$ cat src/rtl/uart_tx_scheduler_pkg.sv
// Shared definitions for the UART transmit scheduler: FSM state encoding,
// counter widths and a constant-foldable ceiling-log2 helper.
package uart_tx_scheduler_pkg;

  typedef enum logic [1:0] {
    ST_IDLE = 2'b00,
    ST_WAIT = 2'b01,
    ST_GAP  = 2'b10
  } state_e;

  // Width of the WAIT-state watchdog counter; TO_CYC must fit in it.
  localparam int TO_CNT_W = 24;

  // Ceiling log2 with a floor of 1 bit, so a 1- or 2-entry index still has a port.
  function automatic int clog2(input int n);
    int w;
    w = 1;
    while ((1 << w) < n) w++;
    return w;
  endfunction

endpackage

$ cat src/rtl/uart_tx_scheduler_rr_pick.sv
// Round-robin picker: returns the first set request at or after ptr, wrapping
// modulo NREQ. Purely combinational so other arbiters can share it.
module uart_tx_scheduler_rr_pick
  import uart_tx_scheduler_pkg::*;
#(
  parameter int NREQ = 4,
  parameter int PW   = clog2(NREQ)
) (
  input  logic [NREQ-1:0] req,
  input  logic [PW-1:0]   ptr,
  output logic [PW-1:0]   sel,
  output logic            valid
);

  logic [PW:0] idx;

  // Scan ptr, ptr+1, ... and latch onto the first pending requester.
  // NOTE: every variable written here gets a default first, so no latch is inferred.
  always_comb begin
    sel   = '0;
    valid = 1'b0;
    idx   = '0;
    for (int i = 0; i < NREQ; i++) begin
      // ptr < NREQ, so one conditional subtract is enough to wrap.
      idx = {1'b0, ptr} + (PW+1)'(i);
      if (idx >= (PW+1)'(NREQ)) idx = idx - (PW+1)'(NREQ);
      if (!valid && req[idx[PW-1:0]]) begin
        valid = 1'b1;
        sel   = idx[PW-1:0];
      end
    end
  end

endmodule

$ cat src/rtl/uart_tx_scheduler.sv
// Shares one UART Tx engine between NREQ byte producers: round-robin grant,
// one-cycle load pulse, wait for frame-done (with watchdog), then an idle gap
// measured in bit-time pulses before the next frame may start.
module uart_tx_scheduler
  import uart_tx_scheduler_pkg::*;
#(
  parameter  int NREQ    = 4,
  parameter  int DW      = 8,
  parameter  int GAP_BTU = 1,
  parameter  int TO_CYC  = 2000000,
  localparam int OW      = clog2(NREQ)
) (
  input  logic                 clk,
  input  logic                 rst,
  input  logic [NREQ-1:0]      req,
  input  logic [NREQ*DW-1:0]   req_data,
  input  logic                 btu,
  input  logic                 tx_done,
  output logic                 tx_load,
  output logic [DW-1:0]        tx_data,
  output logic [NREQ-1:0]      gnt,
  output logic [OW-1:0]        owner,
  output logic                 busy,
  output logic                 timeout
);

  localparam int GW = clog2(GAP_BTU + 2);

  state_e              state_q, state_d;
  logic                tx_load_q, tx_load_d;
  logic [DW-1:0]       tx_data_q, tx_data_d;
  logic [NREQ-1:0]     gnt_q, gnt_d;
  logic [OW-1:0]       owner_q, owner_d;
  logic [OW-1:0]       ptr_q, ptr_d;
  logic [GW-1:0]       gap_cnt_q, gap_cnt_d;
  logic [TO_CNT_W-1:0] to_cnt_q, to_cnt_d;
  logic                timeout_q, timeout_d;
  logic                busy_q, busy_d;

  logic [OW-1:0]       pick_sel;
  logic                pick_valid;
  logic [DW-1:0]       pick_data;
  logic [OW-1:0]       pick_next;
  logic                to_hit;
  logic                gap_last;

  uart_tx_scheduler_rr_pick #(
    .NREQ (NREQ),
    .PW   (OW)
  ) u_rr_pick (
    .req   (req),
    .ptr   (ptr_q),
    .sel   (pick_sel),
    .valid (pick_valid)
  );

  // Byte mux for the selected requester plus the rotated pointer that follows it.
  always_comb begin
    pick_data = '0;
    for (int i = 0; i < NREQ; i++) begin
      if (pick_sel == OW'(i)) pick_data = req_data[i*DW +: DW];
    end
    pick_next = (pick_sel == OW'(NREQ-1)) ? '0 : pick_sel + OW'(1);
  end

  // The watchdog fires on the edge where the counter already holds TO_CYC-1,
  // i.e. TO_CYC edges after the load; the gap ends on the GAP_BTU-th btu.
  assign to_hit   = (to_cnt_q == TO_CNT_W'(TO_CYC - 1));
  assign gap_last = (gap_cnt_q == GW'(GAP_BTU - 1));

  // State register and all output/datapath flops, with synchronous reset.
  // NOTE: non-blocking assignments so every flop updates from pre-edge values.
  always_ff @(posedge clk) begin
    if (rst) begin
      state_q   <= ST_IDLE;
      tx_load_q <= 1'b0;
      tx_data_q <= '0;
      gnt_q     <= '0;
      owner_q   <= '0;
      ptr_q     <= '0;
      gap_cnt_q <= '0;
      to_cnt_q  <= '0;
      timeout_q <= 1'b0;
      busy_q    <= 1'b0;
    end else begin
      state_q   <= state_d;
      tx_load_q <= tx_load_d;
      tx_data_q <= tx_data_d;
      gnt_q     <= gnt_d;
      owner_q   <= owner_d;
      ptr_q     <= ptr_d;
      gap_cnt_q <= gap_cnt_d;
      to_cnt_q  <= to_cnt_d;
      timeout_q <= timeout_d;
      busy_q    <= busy_d;
    end
  end

  // Next-state logic: grant from IDLE, leave WAIT on done or watchdog, leave GAP on last btu.
  always_comb begin
    state_d = state_q;
    case (state_q)
      ST_IDLE: begin
        if (pick_valid) state_d = ST_WAIT;
      end
      ST_WAIT: begin
        // tx_done wins over a coincident btu and over the watchdog.
        if (tx_done)     state_d = (GAP_BTU == 0) ? ST_IDLE : ST_GAP;
        else if (to_hit) state_d = ST_IDLE;
      end
      ST_GAP: begin
        if (btu && gap_last) state_d = ST_IDLE;
      end
      default: state_d = ST_IDLE;
    endcase
  end

  // Output and counter updates; load/gnt default low so they pulse for one cycle only.
  always_comb begin
    tx_load_d = 1'b0;
    gnt_d     = '0;
    tx_data_d = tx_data_q;
    owner_d   = owner_q;
    ptr_d     = ptr_q;
    gap_cnt_d = gap_cnt_q;
    to_cnt_d  = to_cnt_q;
    timeout_d = timeout_q;
    case (state_q)
      ST_IDLE: begin
        if (pick_valid) begin
          tx_load_d = 1'b1;
          gnt_d     = NREQ'(1) << pick_sel;
          tx_data_d = pick_data;
          owner_d   = pick_sel;
          ptr_d     = pick_next;
          to_cnt_d  = '0;
        end
      end
      ST_WAIT: begin
        if (tx_done) begin
          to_cnt_d  = '0;
          gap_cnt_d = '0;
        end else if (to_hit) begin
          timeout_d = 1'b1;
          to_cnt_d  = '0;
        end else begin
          to_cnt_d  = to_cnt_q + TO_CNT_W'(1);
        end
      end
      ST_GAP: begin
        if (btu) gap_cnt_d = gap_cnt_q + GW'(1);
      end
      default: begin
        // Unreachable encoding: park in IDLE with a clean datapath.
        tx_data_d = '0;
        owner_d   = '0;
        ptr_d     = '0;
        gap_cnt_d = '0;
        to_cnt_d  = '0;
      end
    endcase
    busy_d = (state_d == ST_WAIT) || (state_d == ST_GAP);
  end

  assign tx_load = tx_load_q;
  assign tx_data = tx_data_q;
  assign gnt     = gnt_q;
  assign owner   = owner_q;
  assign busy    = busy_q;
  assign timeout = timeout_q;

endmodule

$ cat config.mk
export PLATFORM = sky130hd
export DESIGN_NAME = uart_tx_scheduler
export DESIGN_NICKNAME = d
export VERILOG_FILES = /design/src/rtl/uart_tx_scheduler_pkg.sv /design/src/rtl/uart_tx_scheduler_rr_pick.sv /design/src/rtl/uart_tx_scheduler.sv
export SDC_FILE = /design/constraint.sdc
export NUM_CORES = 1
export LEC_CHECK = 0
export ABC_AREA = 1
export CORE_ASPECT_RATIO = 0.7
export CORE_MARGIN = 2
export CORE_UTILIZATION = 35
export CTS_CLUSTER_DIAMETER = 150
export DETAILED_ROUTE_END_ITERATION = 7
export SLEW_MARGIN = 40
export SYNTH_ARGS = -nofsm -noshare
export SYNTH_HDL_FRONTEND = slang
export SYNTH_SLANG_ARGS = --single-unit
$ cat constraint.sdc
create_clock -name clk -period 3.4 [get_ports clk]
set_input_delay 0.85 -clock clk [delete_from_list [all_inputs] [get_ports clk]]
set_output_delay 0.85 -clock clk [all_outputs]
set_load 0.02 [all_outputs]
==> qor.csv <==
stage,metric,value,unit
run_status,outcome,completed,
cells_and_area,area delta synth->final,26.99,%
sta,final-report max-slew violation count,0,
critical_path,Crit. End Element,register,
synth,Cell variety after synth,31,
clocking,CTS Hold Bufs,0,
place,Placed Instances,703,
sta,fin crit share,89.88,%
synth,Post-Syn Area,3176,sq um
power_and_ir_drop,Max VDD drop,0.3397,mV
floorplan,Initial Util,35.58,%
sta,RSZ-0062 raised after global routing,false,
synth,average cell area after synthesis,5.980,sq um
critical_path,Crit Path Class,in2reg,
clocking,root buf cell,clkbuf_16,
clocking,CTS tree,done,
global_routing,first-pass GRT wire length,15490,um
floorplan,DIE AREA,9863,sq um
sta,Peak Freq,327.2,MHz
critical_path,crit-path max FO,8,
floorplan,core area,8926,sq um
place,Final GP Congestion,0.9055,
synth,Synth async-reset ratio,0,%
drt,routed wl met2,3644,um
synth,Yosys Warn Count,0,
cells_and_area,post-route non-filler standard cell count,710,
place,HPWL after DPL,6923,um
worst_hold_path,min-delay worst type,reg2reg,
power_and_ir_drop,Cell Pwr Density,767.9,nW/um^2
drt,DR vias/cell,4.903,
synth,most frequent cells after synthesis,"nand2_1 (142), nor2_1 (77), inv_1 (60)",
sta,crit path time final,3056,ps
global_routing,total global-route track usage,18.98,%
sta,Slew @ Worst Pin,507.9,ps
global_routing,largest net degree at the start of global routing,24,
clocking,cts bufs inserted,5,
drt,drt drc,0,
drt,WL final,9074,um
clocking,htree depth,2,
cells_and_area,final instance area,4033,sq um
cells_and_area,n_diodes,0,
floorplan,chip height,83.70,um
drt,Post-Route M1 WL,4810,um
synth,"Seq/Total Area, Yosys",29.63,%
sta,Setup TNS Final,0,ps
synth,leading area contributor after synthesis,dfxtp_1,
flow_run,Max Cap Viol,0,
sta,Final Hold Vio Count,0,
drt,met3 wire len,490,um
drt,via count,3481,
sta,Worst Skew,3.674,ps
drt,Post-DRT Antenna Nets,0,
clocking,CTS sink count,47,
critical_path,crit start category,input pin,
synth,ys flop type,dfxtp_1,
synth,top cell type's share of synthesized area,29.63,%
sta,setup violators final,0,
synth,number of enable flip-flop cells after synthesis,0,
clocking,clock slew at reported path FFs,60,ps
drt,first drt pass iteration count,5,
clocking,Worst-Skew Late Latency,290,ps
synth,cells after synthesis,531,
drt,WL/cell,12.78,um
synth,#FFs+latches synth,47,
cells_and_area,layout cells sized above 1,5.802,%
sta,worst relative slew slack,65.88,%
cells_and_area,NumNets Final,636,
drt,top routing layer in use,met4,
clocking,clock buffer depth,2,
floorplan,Die Width,117.9,um
global_routing,vias in the first global route,3168,
synth,Mapped Nets,581,
drt,initial drt markers,193,
global_routing,"Remaining Overflow, GRT",0,
power_and_ir_drop,Pleak,0.001575,uW
synth,ranking of synthesized cells by area,"dfxtp_1 (30%), nand2_1 (17%), nor2_1 (9.1%)",
critical_path,CP arrival,3280,ps
place,Placement Cell Area,3869,sq um
floorplan,number of I/O pins,57,
global_routing,initial antenna violation count,0,
critical_path,Worst EP required,3630,ps
place,I/O Buffers,56,
floorplan,Placement Rows,29,
synth,most frequent cell after synthesis,nand2_1,
-- routing by layer --
| metal | vias to the layer above | track usage, % |
|---|---|---|
| met4 | 0 | 5.915 |
| met2 | 88 | 26.85 |
| met1 | 1556 | 28.68 |
| met3 | 14 | 3.620 |
| li1 | 1823 | - |
| met5 | - | 0 |
-- critical path: stages --
cell and delay [ps]:
clkdlybuf4s50_1 450, inv_1 60, o21ai_1 250, nand2_1 100, nand2_1 120, nor2_2 70, nand4_1 70, nand3_1 180
inv_1 150, ha_1 350, nand3_1 120, nand2_1 70, o21ai_0 90, a21oi_1 140, o21ai_0 100, nor2_1 110
-- flip-flops by register name, indices dropped and copies added (netlist names) --
| name | flops |
|---|---|
| ptr_q | 2 |
| busy | 1 |
| gap_cnt_q | 2 |
| to_cnt_q | 24 |
| state_q | 2 |
| timeout | 1 |
| tx_load | 1 |
| owner | 2 |
| tx_data | 8 |
| gnt | 4 |
-- worst paths after layout --
check,depth (start not counted),slack (ps),to,start
worst min-delay path,2,460,tx_data[6]$_SDFFE_PP0P_,tx_data[6]$_SDFFE_PP0P_
worst min register to register,2,460,tx_data[6]$_SDFFE_PP0P_,tx_data[6]$_SDFFE_PP0P_
worst max-delay path,16,340,tx_data[3]$_SDFFE_PP0P_,req[3]
worst max register to register,17,620,tx_data[3]$_SDFFE_PP0P_,ptr_q[0]$_SDFFE_PP0P_
-- what timing repair did --
action                     4_1_cts  5_1_grt
resized for setup                0        2
setup endpoints to repair        0        4
hold endpoints to repair         0        0
setup buffers                    0        0
-- cell families (layout without fill, tap and decap cells) --
group                      count (synthesis)  in the layout  share of synthesized area, %
AOI/OAI and AO/OA                         80             80                         13.24
adders and majority gates                 10             10                         3.940
buffers and inverters                     80            135                         10.56
DFF                                       47             47                         29.63
and+or+nand+nor                          314            314                         42.63
-- layout by cell type, fill, tap and decap left out, drive strengths merged --
cell type,synthesis,layout
nand2,149,149
nor2,79,79
inv,64,64
clkdlybuf4s50,0,56
nand3,54,54
dfxtp,47,47
a21oi,44,44
o21ai,31,31
nand4,17,17
nor3,12,12
ha,10,10
buf,8,8
clkbuf,8,6
or2,2,2
a21boi,1,1
o211ai,1,1
nor4,1,1
o21a,1,1
a211oi,1,1
o21bai,1,1
bufinv,0,1
-- metrics by stage --
stage	total power (uW)	hold slack (ps)	util, %	worst slack [ps]
after floorplan	1991	444.6	-	570.2
after global placement	2506	451.6	43.34	125.9
after detailed placement	2530	456.5	43.34	34.29
after CTS	3098	466.3	45.12	315.1
after global routing	3394	493.0	45.18	31.80
final	3097	461.7	45.18	344.0
-- report_power, final --
part	switching, uW	internal, uW	leakage [uW]
Sequential	70.1	652	0.000382
Combinational	1140	683	0.00112
Clock	212	344	0.0000769
Total	1420	1680	0.00157
-- area by class of cell --
cell class	instances	area, sq um
fill	950	4893
multi-input combinational	404	1904
sequential	47	940.9
timing repair buffer	64	633.1
inverter	64	240.2
tap	124	155.1
clock buffer	6	128.9
clock inverter	1	30.03
Note: power is estimated with default switching activity, not from simulation.
